<file path="src/rtl/led_wbm_pkg.sv">
// Shared definitions for the LED sweep Wishbone master: state codes, bus
// constants and a small state-classification helper.
package led_wbm_pkg;

    typedef enum logic [2:0] {
        ST_IDLE   = 3'd0,
        ST_WR     = 3'd1,
        ST_WR_ACK = 3'd2,
        ST_GAP    = 3'd3,
        ST_RD     = 3'd4,
        ST_RD_ACK = 3'd5,
        ST_DONE   = 3'd6
    } state_e;

    // Plain-vector aliases so the state register stays an ordinary logic vector.
    localparam logic [2:0] S_IDLE   = ST_IDLE;
    localparam logic [2:0] S_WR     = ST_WR;
    localparam logic [2:0] S_WR_ACK = ST_WR_ACK;
    localparam logic [2:0] S_GAP    = ST_GAP;
    localparam logic [2:0] S_RD     = ST_RD;
    localparam logic [2:0] S_RD_ACK = ST_RD_ACK;
    localparam logic [2:0] S_DONE   = ST_DONE;

    localparam logic [15:0] LED_ADDR       = 16'h0000;
    localparam logic [15:0] LED_START_DATA = 16'h0001;

    function automatic logic is_bus_state(input logic [2:0] s);
        return (s == S_WR) || (s == S_WR_ACK) || (s == S_RD) || (s == S_RD_ACK);
    endfunction

endpackage

</file>
<file path="src/rtl/led_wbm_timeout.sv">
// Bus-cycle watchdog: counts enabled cycles since the last clear and flags
// expiry on the LIMIT-th enabled cycle.
module wb_timeout #(
    parameter int LIMIT = 255
) (
    input  logic i_clk,
    input  logic i_reset,
    input  logic i_clear,
    input  logic i_enable,
    output logic o_expire
);

    localparam int W = (LIMIT > 1) ? $clog2(LIMIT + 1) : 1;
    localparam logic [W-1:0] LAST = W'(LIMIT - 1);

    logic [W-1:0] cnt_q;
    logic [W-1:0] cnt_d;

    assign o_expire = i_enable && (cnt_q == LAST);

    always_comb begin
        cnt_d = cnt_q;
        if (i_clear) begin
            cnt_d = '0;
        end else if (i_enable && !o_expire) begin
            cnt_d = cnt_q + 1'b1;
        end
    end

    always_ff @(posedge i_clk or posedge i_reset) begin
        if (i_reset) begin
            cnt_q <= '0;
        end else begin
            cnt_q <= cnt_d;
        end
    end

endmodule

</file>
<file path="src/rtl/led_wbm.sv">
// Wishbone master that kicks off LED sweeps: writes the start word, then polls
// the slave's sweep index until it returns to idle, once per requested sweep.
module led_wbm
    import led_wbm_pkg::*;
#(
    parameter int POLL_GAP    = 16,
    parameter int ACK_TIMEOUT = 255
) (
    input  logic        i_clk,
    input  logic        i_reset,
    input  logic        i_start,
    input  logic [3:0]  i_count,
    output logic        o_busy,
    output logic        o_done,
    output logic        o_err,
    output logic        o_cyc,
    output logic        o_stb,
    output logic        o_we,
    output logic [15:0] o_addr,
    output logic [15:0] o_data,
    input  logic        i_stall,
    input  logic        i_ack,
    input  logic [7:0]  i_data
);

    localparam int GW = (POLL_GAP > 1) ? $clog2(POLL_GAP) : 1;
    localparam logic [GW-1:0] GAP_LAST = (POLL_GAP > 1) ? GW'(POLL_GAP - 1) : '0;

    logic [2:0]    state_q, state_d;
    logic [3:0]    remaining_q, remaining_d;
    logic [GW-1:0] gap_q, gap_d;
    logic          err_q, err_d;

    logic       wr_xfer;
    logic       rd_xfer;
    logic [3:0] rem_dec;
    logic       tmo_clear;
    logic       tmo_expire;

    // Only the sweep index nibble of the read data carries meaning.
    logic unused_data;
    assign unused_data = &{1'b0, i_data[7:4]};

    always_comb begin
        state_d     = state_q;
        remaining_d = remaining_q;
        gap_d       = gap_q;
        err_d       = err_q;

        // An ack arriving together with strobe acceptance completes the transfer.
        wr_xfer = i_ack && (((state_q == S_WR) && !i_stall) || (state_q == S_WR_ACK));
        rd_xfer = i_ack && (((state_q == S_RD) && !i_stall) || (state_q == S_RD_ACK));
        rem_dec = (remaining_q != 4'd0) ? remaining_q - 4'd1 : 4'd0;

        case (state_q)
            S_IDLE: begin
                if (i_start) begin
                    err_d = 1'b0;
                    if (i_count != 4'd0) begin
                        remaining_d = i_count;
                        state_d     = S_WR;
                    end else begin
                        state_d = S_DONE;
                    end
                end
            end
            S_WR:     if (!i_stall) state_d = S_WR_ACK;
            S_RD:     if (!i_stall) state_d = S_RD_ACK;
            S_GAP: begin
                if (gap_q == GAP_LAST) begin
                    state_d = S_RD;
                end else begin
                    gap_d = gap_q + 1'b1;
                end
            end
            S_WR_ACK, S_RD_ACK: ;
            S_DONE:   state_d = S_IDLE;
            default:  state_d = S_IDLE;
        endcase

        if (wr_xfer) begin
            state_d = S_GAP;
            gap_d   = '0;
        end

        if (rd_xfer) begin
            if (i_data[3:0] != 4'd0) begin
                state_d = S_GAP;
                gap_d   = '0;
            end else begin
                remaining_d = rem_dec;
                state_d     = (rem_dec != 4'd0) ? S_WR : S_DONE;
            end
        end

        // A completed handshake in the same cycle wins over the watchdog.
        if (tmo_expire && !wr_xfer && !rd_xfer) begin
            state_d     = S_IDLE;
            err_d       = 1'b1;
            remaining_d = '0;
        end
    end

    assign tmo_clear = ((state_d == S_WR) && (state_q != S_WR)) ||
                       ((state_d == S_RD) && (state_q != S_RD));

    wb_timeout #(
        .LIMIT(ACK_TIMEOUT)
    ) u_timeout (
        .i_clk    (i_clk),
        .i_reset  (i_reset),
        .i_clear  (tmo_clear),
        .i_enable (is_bus_state(state_q)),
        .o_expire (tmo_expire)
    );

    always_ff @(posedge i_clk or posedge i_reset) begin
        if (i_reset) begin
            state_q     <= S_IDLE;
            remaining_q <= '0;
            gap_q       <= '0;
            err_q       <= 1'b0;
        end else begin
            state_q     <= state_d;
            remaining_q <= remaining_d;
            gap_q       <= gap_d;
            err_q       <= err_d;
        end
    end

    assign o_busy = (state_q != S_IDLE);
    assign o_done = (state_q == S_DONE);
    assign o_err  = err_q;
    assign o_cyc  = is_bus_state(state_q);
    assign o_stb  = (state_q == S_WR) || (state_q == S_RD);
    assign o_we   = (state_q == S_WR) || (state_q == S_WR_ACK);
    assign o_addr = LED_ADDR;
    assign o_data = o_we ? LED_START_DATA : 16'h0000;

endmodule
</file>
<file path="config.mk">
export PLATFORM = sky130hd
export DESIGN_NAME = led_wbm
export DESIGN_NICKNAME = d
export VERILOG_FILES = /design/src/rtl/led_wbm_pkg.sv /design/src/rtl/led_wbm_timeout.sv /design/src/rtl/led_wbm.sv
export SDC_FILE = /design/constraint.sdc
export NUM_CORES = 1
export LEC_CHECK = 0
export CORE_MARGIN = 10
export CORE_UTILIZATION = 41
export CTS_CLUSTER_DIAMETER = 80
export DETAILED_ROUTE_END_ITERATION = 16
export GPL_TIMING_DRIVEN = 0
export PLACE_DENSITY = 0.79
export SYNTH_ARGS = -nofsm -noshare
export SYNTH_HDL_FRONTEND = slang
export SYNTH_SLANG_ARGS = --single-unit
export TNS_END_PERCENT = 30
</file>
<file path="constraint.sdc">
create_clock -name i_clk -period 2.4 [get_ports i_clk]
set_input_delay 0.48 -clock i_clk [delete_from_list [all_inputs] [get_ports i_clk]]
set_output_delay 0.48 -clock i_clk [all_outputs]
set_load 0.005 [all_outputs]
</file>
==> results.txt, run 1 <==
status -> complete, no violations
antenna cell count -> 0
Synth cell types -> 47
TritonCTS clock tree -> built
Hold Buf Count CTS -> 0
first-pass detailed-route iteration total -> 4
initial antenna violation count -> 0
dpl cell area -> 0.00197 mm²
Placer Congestion -> 0.840
post-synthesis xor/xnor area fraction -> 0.0492
CP Data Arrival Time -> 2.52 ns
part of the cycle the worst path needs -> 0.998
Synth Area per Inst -> 8.71 µm²
worst slack, placed -> -0.629 ns
main flop type after synthesis -> dfrtp_1
kind of critical path -> input port to register
Clock Skew -> 0.00587 ns
largest family of logic cells by synthesized area -> simple AND/OR/NAND/NOR gates
all-layer global routing usage -> 0.112
critical-path maximum fanout -> 8
simple-gate share of the synthesized area -> 0.265
via/cell ratio -> 4.80
sequential cell area fraction in the yosys report -> 0.312
row count -> 22
CP Capture Type -> register
Residual DRC -> 0
Initial Util -> 0.431
worst slew pin tran -> 0.771 ns
Setup crit start kind -> input port
synthesis-to-layout area growth -> 35.8%
Worst EP required -> 2.52 ns
worst-skew pair later-pin latency -> 0.26 ns
die area -> 0.00681 mm²
leak pwr -> 1.04 nW
via count -> 1415
Port Buf Inserts -> 19
CTS max path bufs -> 2
design area -> 0.00218 mm²
Post-synth EDFFs -> 0
H-Tree Depth -> 1
DP Wirelength -> 2940 µm
Synth Instances -> 184
Die H -> 82.5 µm
root buffer cell -> clkbuf_8
Post-synth ARST share -> 1.00
RSZ-0062 raised after global routing -> true
Max Slew Vio Count -> 0
core area -> 0.00372 mm²
mux share of post-synthesis cell area -> 0.00625
number of global-route vias before repair -> 1423
DIE WIDTH -> 82.5 µm
Final min period -> 2.40 ns
setup ws final -> 0.00448 ns
Post-Route WL -> 3900 µm
Post-DRT Antenna Nets -> 0
Fin. Hold Viols -> 0
CTS buffer count -> 3
first-pass GRT wire length -> 6270 µm
Yosys reg bits -> 20
Worst Hold Class -> register to register
GRT overflow -> 0
drt initial violations -> 81
worst rel slew slack -> 0.485
DR WL/cell -> 13.2 µm
share of layout cells above drive strength 1 -> 0.316
power density cells -> 981 mW/mm²
peak supply drop -> 0.379 mV
largest net degree at the start of global routing -> 21
Synth Area in Adders -> 0.0234
compound-gate portion of the synthesized area -> 0.152
clock-pin slew on the worst setup and hold paths -> 0.08 ns
final core occ -> 0.586
clk sinks -> 20
Boundary Pins -> 55
f_max -> 417 MHz
max-cap violations -> 0
nets -> 268
final setup violation count -> 0
Post-Syn Area -> 0.00160 mm²
YS warnings -> 0
final timing paths:
check / endpoint / slack (ns) / from / cells past startpoint
hold / removal: o_err / 0.49 / o_err / 2
min in group asynchronous: o_err / 0.65 / i_reset / 2
max in group asynchronous: state_q[0] / 1.21 / i_reset / 2
hold reg to reg: o_err / 0.49 / o_err / 2
setup reg to reg: u_timeout.cnt_q[1] / 0.04 / state_q[2] / 7
setup / recovery: u_timeout.cnt_q[1] / 0.004 / i_stall / 7
sequential cells by signal, summed over array words and instances (netlist names):
signal           count
remaining_q          4
gap_q                4
o_err                1
state_q              3
u_timeout.cnt_q      8
power breakdown:
group	switching [W]	total [W]	internal (W)
registers	0.000141	0.000602	0.000460
clock network	0.000112	0.000258	0.000146
logic	0.000634	0.00128	0.000642
stage by stage:
step / power (W) / setup TNS, ns / hold slack [ns] / cells
2_1_floorplan: 0.00136 / -0.0132 / 0.444 / 214
3_3_place_gp: 0.00165 / -4.95 / 0.460 / 281
3_5_place_dp: 0.00169 / -5.33 / 0.465 / 281
4_1_cts: 0.00209 / 0 / 0.482 / 295
5_1_grt: 0.00233 / -0.460 / 0.497 / 295
6_report: 0.00214 / 0 / 0.487 / 295
cells in the final DEF, fill, tap and decap left out, drive strengths merged, types with 5 or more instances in the layout:
cell,netlist,layout
a211oi,7,7
buf,35,50
clkbuf,4,7
clkdlybuf4s50,0,9
conb,1,31
dfrtp,20,20
inv,6,6
nand2,8,8
nor2,22,22
nor3,8,8
xor2,5,5
final cells by class:
cell class / count / area [µm²]
fillers: 334 / 1540
plain buffers: 37 / 283
clock buffers: 4 / 55.1
well taps: 48 / 60.1
flip-flops and latches: 20 / 503
inverters: 6 / 22.5
repair buffers: 31 / 263
multi-input cells: 149 / 990
synth_stat cells, drive strengths merged, types with 2 or more instances:
| cell | number | share of area |
|---|---|---|
| a211oi | 7 | 0.033 |
| a21oi | 4 | 0.012 |
| a221oi | 2 | 0.011 |
| a22oi | 3 | 0.014 |
| and2 | 2 | 0.0078 |
| and3 | 4 | 0.016 |
| and4 | 3 | 0.016 |
| buf | 35 | 0.16 |
| clkbuf | 4 | 0.010 |
| dfrtp | 20 | 0.31 |
| ha | 3 | 0.023 |
| inv | 6 | 0.014 |
| nand2 | 8 | 0.019 |
| nand2b | 4 | 0.016 |
| nand3 | 3 | 0.0094 |
| nand4 | 4 | 0.016 |
| nor2 | 22 | 0.052 |
| nor2b | 3 | 0.012 |
| nor3 | 8 | 0.025 |
| nor3b | 3 | 0.014 |
| o2111ai | 2 | 0.011 |
| o21ai | 3 | 0.0094 |
| or3 | 2 | 0.0078 |
| or4 | 3 | 0.019 |
| xnor2 | 4 | 0.022 |
| xor2 | 5 | 0.027 |
timing repair:
item	4_1_cts	5_1_grt
endpoints found under the setup margin	10	12
buffers inserted	12	0
pin swaps	15	2
gates resized for setup	39	7
cells by family (layout without fill, tap and decap cells):
logic type                 Yosys count  in the layout
and+or+nand+nor                     75             75
buffers and inverters               45             78
AOI/OAI and AO/OA                   30             30
DFF                                 20             20
xor gates and xnor gates             9              9
adders and majority gates            3              3
other                                1             31
muxes                                1              1
worst max-delay path: stages:
cell and delay [ns]:
dlygate4sd2_1 0.35, nand2b_1 0.19, a211oi_2 0.33, o21ai_0 0.22
or3_1 0.47, a32oi_4 0.39, a211oi_2 0.08
metal layers:
metal	routed length, µm	track usage	share of wire
met1	1630	0.129	0.42
met2	2050	0.203	0.53
met3	187	0.0302	0.048
met4	30	0.0251	0.0077
met5	0	0	0
No activity file was read; power rests on OpenSTA's default activity.
==> run 2, diff against run 1 <==
--- a/config.mk
+++ b/config.mk
@@ -11,6 +11,7 @@
 export DETAILED_ROUTE_END_ITERATION = 16
 export GPL_TIMING_DRIVEN = 0
 export PLACE_DENSITY = 0.79
+export SLEW_MARGIN = 25
 export SYNTH_ARGS = -nofsm -noshare
 export SYNTH_HDL_FRONTEND = slang
 export SYNTH_SLANG_ARGS = --single-unit
==> results of run 2 <==
No change in the layout: final DEF, timing and power equal those of run 1.
==> run 3, diff against run 2 <==
--- a/config.mk
+++ b/config.mk
@@ -11,7 +11,6 @@
 export DETAILED_ROUTE_END_ITERATION = 16
 export GPL_TIMING_DRIVEN = 0
 export PLACE_DENSITY = 0.79
-export SLEW_MARGIN = 25
 export SYNTH_ARGS = -nofsm -noshare
 export SYNTH_HDL_FRONTEND = slang
 export SYNTH_SLANG_ARGS = --single-unit
==> results of run 3 <==
No change in the layout: final DEF, timing and power equal those of run 1.
